### src/rtl/fpu_pkg.sv
// Shared types and constants for the APB front-end of the FPU.
// Holds opcode/state enums, register offsets and STATUS/CTRL bit indices.
package fpu_pkg;

    typedef enum logic [2:0] {
        FPU_ADD = 3'b000,
        FPU_SUB = 3'b001,
        FPU_MUL = 3'b010,
        OP_NONE = 3'b111
    } fpu_op_e;

    typedef enum logic {
        ST_IDLE = 1'b0,
        ST_BUSY = 1'b1
    } fpu_state_e;

    localparam logic [7:0] REG_OP1    = 8'h00;
    localparam logic [7:0] REG_OP2    = 8'h04;
    localparam logic [7:0] REG_CTRL   = 8'h08;
    localparam logic [7:0] REG_STATUS = 8'h0C;
    localparam logic [7:0] REG_RESULT = 8'h10;

    localparam int CTRL_IRQ_EN = 3;
    localparam int CTRL_START  = 8;

    localparam int ST_BUSY_BIT = 0;
    localparam int ST_DONE_BIT = 1;
    localparam int ST_ERR_BIT  = 2;
    localparam int ST_ZERO_BIT = 3;
    localparam int ST_INF_BIT  = 4;
    localparam int ST_NAN_BIT  = 5;

    localparam logic [2:0] OP_MAX = 3'd2;

endpackage

### src/rtl/fpu_apb_regfile.sv
// APB register file: decode, operand/ctrl/status/result storage, W1C, pslverr.
// Ports: APB slave signals in, prdata/pslverr out; busy and hw_* completion
// inputs from the FSM; op1/op2/opcode/start_go/irq out.
module fpu_apb_regfile
    import fpu_pkg::*;
#(
    parameter int ADDR_W = 5
) (
    input  logic              clk,
    input  logic              rst,
    input  logic              psel,
    input  logic              penable,
    input  logic              pwrite,
    input  logic [ADDR_W-1:0] paddr,
    input  logic [31:0]       pwdata,
    output logic [31:0]       prdata,
    output logic              pslverr,
    input  logic              busy,
    input  logic              hw_done,
    input  logic              hw_err,
    input  logic [31:0]       hw_result,
    input  logic              hw_zero,
    input  logic              hw_inf,
    input  logic              hw_nan,
    output logic [31:0]       op1,
    output logic [31:0]       op2,
    output logic [2:0]        opcode,
    output logic              start_go,
    output logic              irq
);

    logic [31:0] op1_q;
    logic [31:0] op2_q;
    logic [31:0] result_q;
    logic [2:0]  opcode_q;
    logic        irq_en_q;
    logic        done_q;
    logic        err_q;
    logic        zero_q;
    logic        inf_q;
    logic        nan_q;
    logic        irq_q;

    logic acc;
    logic wr;
    logic sel_op1;
    logic sel_op2;
    logic sel_ctrl;
    logic sel_stat;
    logic sel_res;
    logic mapped;
    logic bad_start;
    logic wr_op1;
    logic wr_op2;
    logic wr_ctrl;
    logic wr_stat;
    logic done_d;
    logic err_d;

    assign acc      = psel & penable;
    assign wr       = acc & pwrite;
    assign sel_op1  = (paddr == ADDR_W'(REG_OP1));
    assign sel_op2  = (paddr == ADDR_W'(REG_OP2));
    assign sel_ctrl = (paddr == ADDR_W'(REG_CTRL));
    assign sel_stat = (paddr == ADDR_W'(REG_STATUS));
    assign sel_res  = (paddr == ADDR_W'(REG_RESULT));
    assign mapped   = sel_op1 | sel_op2 | sel_ctrl
                    | sel_stat | sel_res;

    // Illegal start: rejected, but still flagged through err.
    assign bad_start = wr & sel_ctrl & ~busy
                     & pwdata[CTRL_START]
                     & (pwdata[2:0] > OP_MAX);

    assign wr_op1  = wr & sel_op1 & ~busy;
    assign wr_op2  = wr & sel_op2 & ~busy;
    assign wr_ctrl = wr & sel_ctrl & ~busy & ~bad_start;
    assign wr_stat = wr & sel_stat;

    assign start_go = wr_ctrl & pwdata[CTRL_START];

    always_comb begin
        pslverr = 1'b0;
        if (wr) begin
            pslverr = ~mapped | sel_res | bad_start
                    | (busy & (sel_op1 | sel_op2 | sel_ctrl));
        end
    end

    // Hardware sets take priority over software W1C.
    always_comb begin
        done_d = done_q;
        err_d  = err_q;
        if (wr_stat && pwdata[ST_DONE_BIT]) done_d = 1'b0;
        if (wr_stat && pwdata[ST_ERR_BIT])  err_d  = 1'b0;
        if (start_go) begin
            done_d = 1'b0;
            err_d  = 1'b0;
        end
        if (hw_done)             done_d = 1'b1;
        if (hw_err || bad_start) err_d  = 1'b1;
    end

    always_ff @(posedge clk) begin
        if (rst) begin
            op1_q    <= '0;
            op2_q    <= '0;
            result_q <= '0;
            opcode_q <= '0;
            irq_en_q <= 1'b0;
            done_q   <= 1'b0;
            err_q    <= 1'b0;
            zero_q   <= 1'b0;
            inf_q    <= 1'b0;
            nan_q    <= 1'b0;
            irq_q    <= 1'b0;
        end else begin
            if (wr_op1) op1_q <= pwdata;
            if (wr_op2) op2_q <= pwdata;
            if (wr_ctrl) begin
                opcode_q <= pwdata[2:0];
                irq_en_q <= pwdata[CTRL_IRQ_EN];
            end
            if (hw_done) begin
                result_q <= hw_result;
                zero_q   <= hw_zero;
                inf_q    <= hw_inf;
                nan_q    <= hw_nan;
            end
            done_q <= done_d;
            err_q  <= err_d;
            irq_q  <= irq_en_q & (done_q | err_q);
        end
    end

    always_comb begin
        prdata = '0;
        if (acc && !pwrite) begin
            unique case (1'b1)
                sel_op1:  prdata = op1_q;
                sel_op2:  prdata = op2_q;
                sel_ctrl: prdata = {28'b0, irq_en_q, opcode_q};
                sel_stat: prdata = {26'b0, nan_q, inf_q, zero_q,
                                    err_q, done_q, busy};
                sel_res:  prdata = result_q;
                default:  prdata = '0;
            endcase
        end
    end

    assign op1    = op1_q;
    assign op2    = op2_q;
    assign opcode = opcode_q;
    assign irq    = irq_q;

endmodule

### src/rtl/fpu_apb_ctrl.sv
// APB3 front-end for the FPU: one-at-a-time issue, result/flag capture.
// Ports: APB3 slave (psel..pslverr), irq, and the FPU op/result interface.
module fpu_apb_ctrl
    import fpu_pkg::*;
#(
    parameter int TIMEOUT = 64,
    parameter int ADDR_W  = 5
) (
    input  logic              clk,
    input  logic              rst,
    input  logic              psel,
    input  logic              penable,
    input  logic              pwrite,
    input  logic [ADDR_W-1:0] paddr,
    input  logic [31:0]       pwdata,
    output logic [31:0]       prdata,
    output logic              pready,
    output logic              pslverr,
    output logic              irq,
    output logic [31:0]       fpu_op1,
    output logic [31:0]       fpu_op2,
    output logic [2:0]        fpu_op_select,
    input  logic [31:0]       fpu_result,
    input  logic              fpu_valid,
    input  logic              fpu_zero,
    input  logic              fpu_inf,
    input  logic              fpu_nan
);

    localparam int CNT_W = (TIMEOUT > 2) ? $clog2(TIMEOUT) : 1;
    localparam logic [CNT_W-1:0] CNT_MAX = CNT_W'(TIMEOUT - 1);

    fpu_state_e       state_q;
    fpu_state_e       state_d;
    logic [CNT_W-1:0] cnt_q;
    logic [CNT_W-1:0] cnt_d;
    logic             fin_ok;
    logic             fin_to;
    logic             start_go;
    logic             busy;
    logic [2:0]       opcode;

    assign busy   = (state_q == ST_BUSY);
    assign pready = 1'b1;

    always_ff @(posedge clk) begin
        if (rst) begin
            state_q <= ST_IDLE;
            cnt_q   <= '0;
        end else begin
            state_q <= state_d;
            cnt_q   <= cnt_d;
        end
    end

    always_comb begin
        state_d = state_q;
        cnt_d   = cnt_q;
        fin_ok  = 1'b0;
        fin_to  = 1'b0;
        unique case (state_q)
            ST_IDLE: begin
                if (start_go) begin
                    state_d = ST_BUSY;
                    cnt_d   = '0;
                end
            end
            ST_BUSY: begin
                if (fpu_valid) begin
                    fin_ok  = 1'b1;
                    state_d = ST_IDLE;
                end else if (cnt_q == CNT_MAX) begin
                    fin_to  = 1'b1;
                    state_d = ST_IDLE;
                end else begin
                    cnt_d = cnt_q + CNT_W'(1);
                end
            end
            default: state_d = ST_IDLE;
        endcase
    end

    // Opcode register cannot change in BUSY since CTRL writes are blocked.
    assign fpu_op_select = busy ? opcode : OP_NONE;

    fpu_apb_regfile #(
        .ADDR_W (ADDR_W)
    ) u_regfile (
        .clk       (clk),
        .rst       (rst),
        .psel      (psel),
        .penable   (penable),
        .pwrite    (pwrite),
        .paddr     (paddr),
        .pwdata    (pwdata),
        .prdata    (prdata),
        .pslverr   (pslverr),
        .busy      (busy),
        .hw_done   (fin_ok),
        .hw_err    (fin_to),
        .hw_result (fpu_result),
        .hw_zero   (fpu_zero),
        .hw_inf    (fpu_inf),
        .hw_nan    (fpu_nan),
        .op1       (fpu_op1),
        .op2       (fpu_op2),
        .opcode    (opcode),
        .start_go  (start_go),
        .irq       (irq)
    );

endmodule

### config.mk
export PLATFORM = sky130hd
export DESIGN_NAME = fpu_apb_ctrl
export DESIGN_NICKNAME = d
export VERILOG_FILES = /design/src/rtl/fpu_pkg.sv /design/src/rtl/fpu_apb_regfile.sv /design/src/rtl/fpu_apb_ctrl.sv
export SDC_FILE = /design/constraint.sdc
export NUM_CORES = 1
export LEC_CHECK = 0
export CAP_MARGIN = 10
export CORE_MARGIN = 1.5
export CORE_UTILIZATION = 45
export DETAILED_ROUTE_END_ITERATION = 10
export PLACE_DENSITY_LB_ADDON = 0.2
export REMOVE_ABC_BUFFERS = 1
export SYNTH_ARGS = -nofsm -noshare
export SYNTH_HDL_FRONTEND = slang
export SYNTH_HIERARCHICAL = 1
export SYNTH_SLANG_ARGS = --single-unit
### constraint.sdc
create_clock -name clk -period 2.6 [get_ports clk]
set_input_delay 0.52 -clock clk [delete_from_list [all_inputs] [get_ports clk]]
set_output_delay 0.52 -clock clk [all_outputs]
set_load 0.1 [all_outputs]
==> flow_metrics.env <==
export IMPL_path_buf_inv=4
export IMPL_htree_levels=4
export IMPL_clk_pin_slew_ns=0.06
export IMPL_ant_nets=0
export IMPL_grt_busiest_layer="met2"
export IMPL_clock_skew_ns=0.005525
export IMPL_crit_type="in -> out"
export IMPL_slowest_stage="or3_4"
export IMPL_fin_util_pct=77.66
export IMPL_netlist_area_mm2=0.004907
export IMPL_io_pins=180
export IMPL_crit_chain="buf_2 -> or3_4 -> nor3_4 -> buf_6 -> buf_8 -> nand2_1 -> a31oi_4 -> buf_12"
export IMPL_grt_max_degree=47
export IMPL_pwr_share_clk_pct=55.8
export IMPL_grt_ovfl_total=0
export IMPL_vias=5262
export IMPL_vias_per_cell=5.634
export IMPL_worstRegToRegCells=4
export IMPL_yosys_register_bits=113
export IMPL_ys_warn_count=6
export IMPL_grt_use_total_pct=29.48
export IMPL_drc_errors=0
export IMPL_synth_cells=587
export IMPL_antenna_found_initial=0
export IMPL_min_path_type="in -> reg"
export IMPL_status="completed"
export IMPL_synth_edf_count=0
export IMPL_cp_arrival_ns=2.04
export IMPL_grtUsageMet2_pct=51.82
export IMPL_start_util_pct=46.90
export IMPL_finalSetupTns_ns=0
export IMPL_setup_viol=0
export IMPL_crit_path_start_kind="input pin"
export IMPL_die_h_um=107.4
export IMPL_coreArea_mm2=0.01046
export IMPL_use_met3_pct=9.140
export IMPL_hold_buffers=0
export IMPL_routed_wl_um=16990
export IMPL_drive_above_1_share_pct=29.20
export IMPL_drtIter0Drc=559
export IMPL_rsz0062_at_grt="false"
export IMPL_cts_tree="done"
export IMPL_cts_buffer_depth=2
export IMPL_cts_root_buf="clkbuf_8"
export IMPL_cts_sinks=113
export IMPL_insertion_delay_ns=0.50
export IMPL_endpoint_kind="primary output"
export IMPL_pre_cts_ws_ns=-0.4182
export IMPL_ys_types=48
export IMPL_slowest_delay_ns=0.42
export IMPL_maxCapViolCount=0
export IMPL_max_slew_margin_pct=63.81
export IMPL_r2r_start="busy"
export IMPL_firstDrtPassIters=6
export IMPL_fillerInstances=690
export IMPL_dieArea_mm2=0.01154
export IMPL_r2r_setup_slack_ns=0.76
export IMPL_routedWlPerCell_um=18.19
export IMPL_tightest_slew_ns=0.5429
export IMPL_seqPwrFrac_pct=37.9
export IMPL_crit_fanout=7
export IMPL_die_w_um=107.4
export IMPL_worstHoldStart="rst"
export IMPL_hold_end="u_regfile/result_q[23]"
export IMPL_p_leak_uw=0.002917
export IMPL_grt_first_pass_wirelength_um=26600
export IMPL_reg2reg_to="u_regfile/opcode[1]"
export IMPL_numCtsBuffers=17
export IMPL_post_route_min_period_ns=2.559
export IMPL_combPwrFrac_pct=6.4
export IMPL_fin_ws_ns=0.04070
export IMPL_swShare_pct=20.70
export IMPL_ys_seq_area_share_pct=46.10
export IMPL_power_switching_uw=949.9
export IMPL_internal_power_uw=3639
export IMPL_area_growth_syn_to_layout_pct=65.58
export IMPL_vdd_ir_drop_max_uv=454.7
export IMPL_crit_family="simple AND/OR/NAND/NOR gates"
export IMPL_place_hpwl_um=11190
export IMPL_final_nets=864
export IMPL_hold_viol_final=0
export IMPL_synthFlopType="dfxtp_1"
export IMPL_avgSynthCellArea_um2=8.360
export IMPL_power_density_mw_per_mm2=564.8
export IMPL_row_count=37
export IMPL_max_freq_mhz=390.7
export IMPL_drv_slew=0
export IMPL_async_flop_share_pct=0
export IMPL_min_path_cells=2
export IMPL_grt_pass1_vias=5286
export IMPL_worstPathRequired_ns=2.08
export IMPL_gr_usage_met1_pct=33.80
export IMPL_port_buffers=178
export IMPL_post_route_period_util_pct=98.43
export IMPL_antenna_cells=0
export IMPL_place_congestion=0.9169
-- power by group through the flow --
stage / Clock [uW] / Sequential [uW] / Combinational [uW]
floorplan: 0 / 1790 / 42.5
detailed placement: 0 / 1770 / 272
CTS: 2590 / 1740 / 284
global placement: 0 / 1770 / 268
finish: 2560 / 1740 / 292
global route: 2680 / 1740 / 306
-- cells by family after synthesis --
family | count (synthesis) | share of synthesized area, %
adder cells (fa/ha/maj) | 1 | 0.2549
other | 1 | 0.07642
AO/OA/AOI/OAI | 130 | 18.56
flip-flops | 113 | 46.10
AND/OR/NAND/NOR | 245 | 21.34
multiplexers | 42 | 8.618
buffers and inverters | 55 | 5.048
-- repair_timing --
action	CTS	global route
endpoints found under the setup margin	32	30
resized for setup	65	14
gates cloned	4	0
pin swaps	13	9
buffers inserted	3	0
-- per-stage QoR --
stage | total power, uW | hold WS [ns] | instance area [um2] | instances
2_1_floorplan | 1832 | 0.4542 | 4682 | 538
3_3_place_gp | 2042 | 0.4590 | 7191 | 895
3_5_place_dp | 2047 | 0.4685 | 7191 | 895
4_1_cts | 4608 | 0.3828 | 8078 | 934
5_1_grt | 4727 | 0.3914 | 8125 | 934
6_report | 4589 | 0.4032 | 8125 | 934
-- cells in the final DEF, fill, tap and decap left out, types with 7 or more instances in the layout --
cell type,synthesis,final
nand2_1,135,135
clkdlybuf4s50_1,0,71
a21oi_1,71,69
clkbuf_16,0,16
buf_12,0,39
buf_6,1,7
mux2i_1,40,40
nor2_2,0,23
buf_4,4,101
dfxtp_1,113,113
nor2_1,75,52
a222oi_1,26,26
a22oi_1,12,12
-- routing by layer --
metal	vias up	wire [um]
met3	31	1538
met4	0	310
met5	-	0
li1	2443	-
met1	2500	6513
met2	288	8627
-- layout make-up --
type	instances	area, um2	area share [%]
Multi-Input combinational cell	419	2556	31.46
Timing Repair Buffer	228	2459	30.26
Sequential cell	113	2262	27.84
Clock buffer	19	421.7	5.189
Clock inverter	13	234.0	2.880
Tap cell	136	170.2	2.094
Inverter	6	22.52	0.2772
-- registers in the layout, indices dropped and copies added (netlist names), 3 cells and up --
name / cells
cnt_q: 6
u_regfile/op1: 32
u_regfile/op2: 32
u_regfile/opcode: 3
u_regfile/result_q: 32
-- Yosys cell counts (2+ instances only) --
cell type	n	area, um2
clkbuf_1	26	97.59
nand3_1	6	30.03
and3_1	5	31.28
a22oi_1	12	90.09
and2_1	2	12.51
nand4b_1	5	43.79
a21oi_1	71	355.3
nor2_1	75	281.5
buf_2	15	75.07
dfxtp_1	113	2262
mux2i_1	40	400.4
inv_1	6	22.52
mux2_2	2	22.52
nand2_1	135	506.7
buf_1	3	11.26
o31ai_1	2	15.01
a222oi_1	26	260.3
buf_4	4	30.03
nand2b_1	6	37.54
a31oi_1	5	31.28
-- how the worst max path moves through the flow --
stage          cells past startpoint     start          to  slack, ns
6_report                           8  paddr[1]   prdata[2]       0.04
5_1_grt                            8  paddr[1]   prdata[2]     0.0005
4_1_cts                            7   penable   prdata[0]      0.003
3_5_place_dp                       9  paddr[1]  prdata[24]      -0.42
3_3_place_gp                       9  paddr[1]   prdata[7]      -0.43
2_1_floorplan                      4  paddr[1]   prdata[4]      -1.32
(Power assumes the default switching activity.)
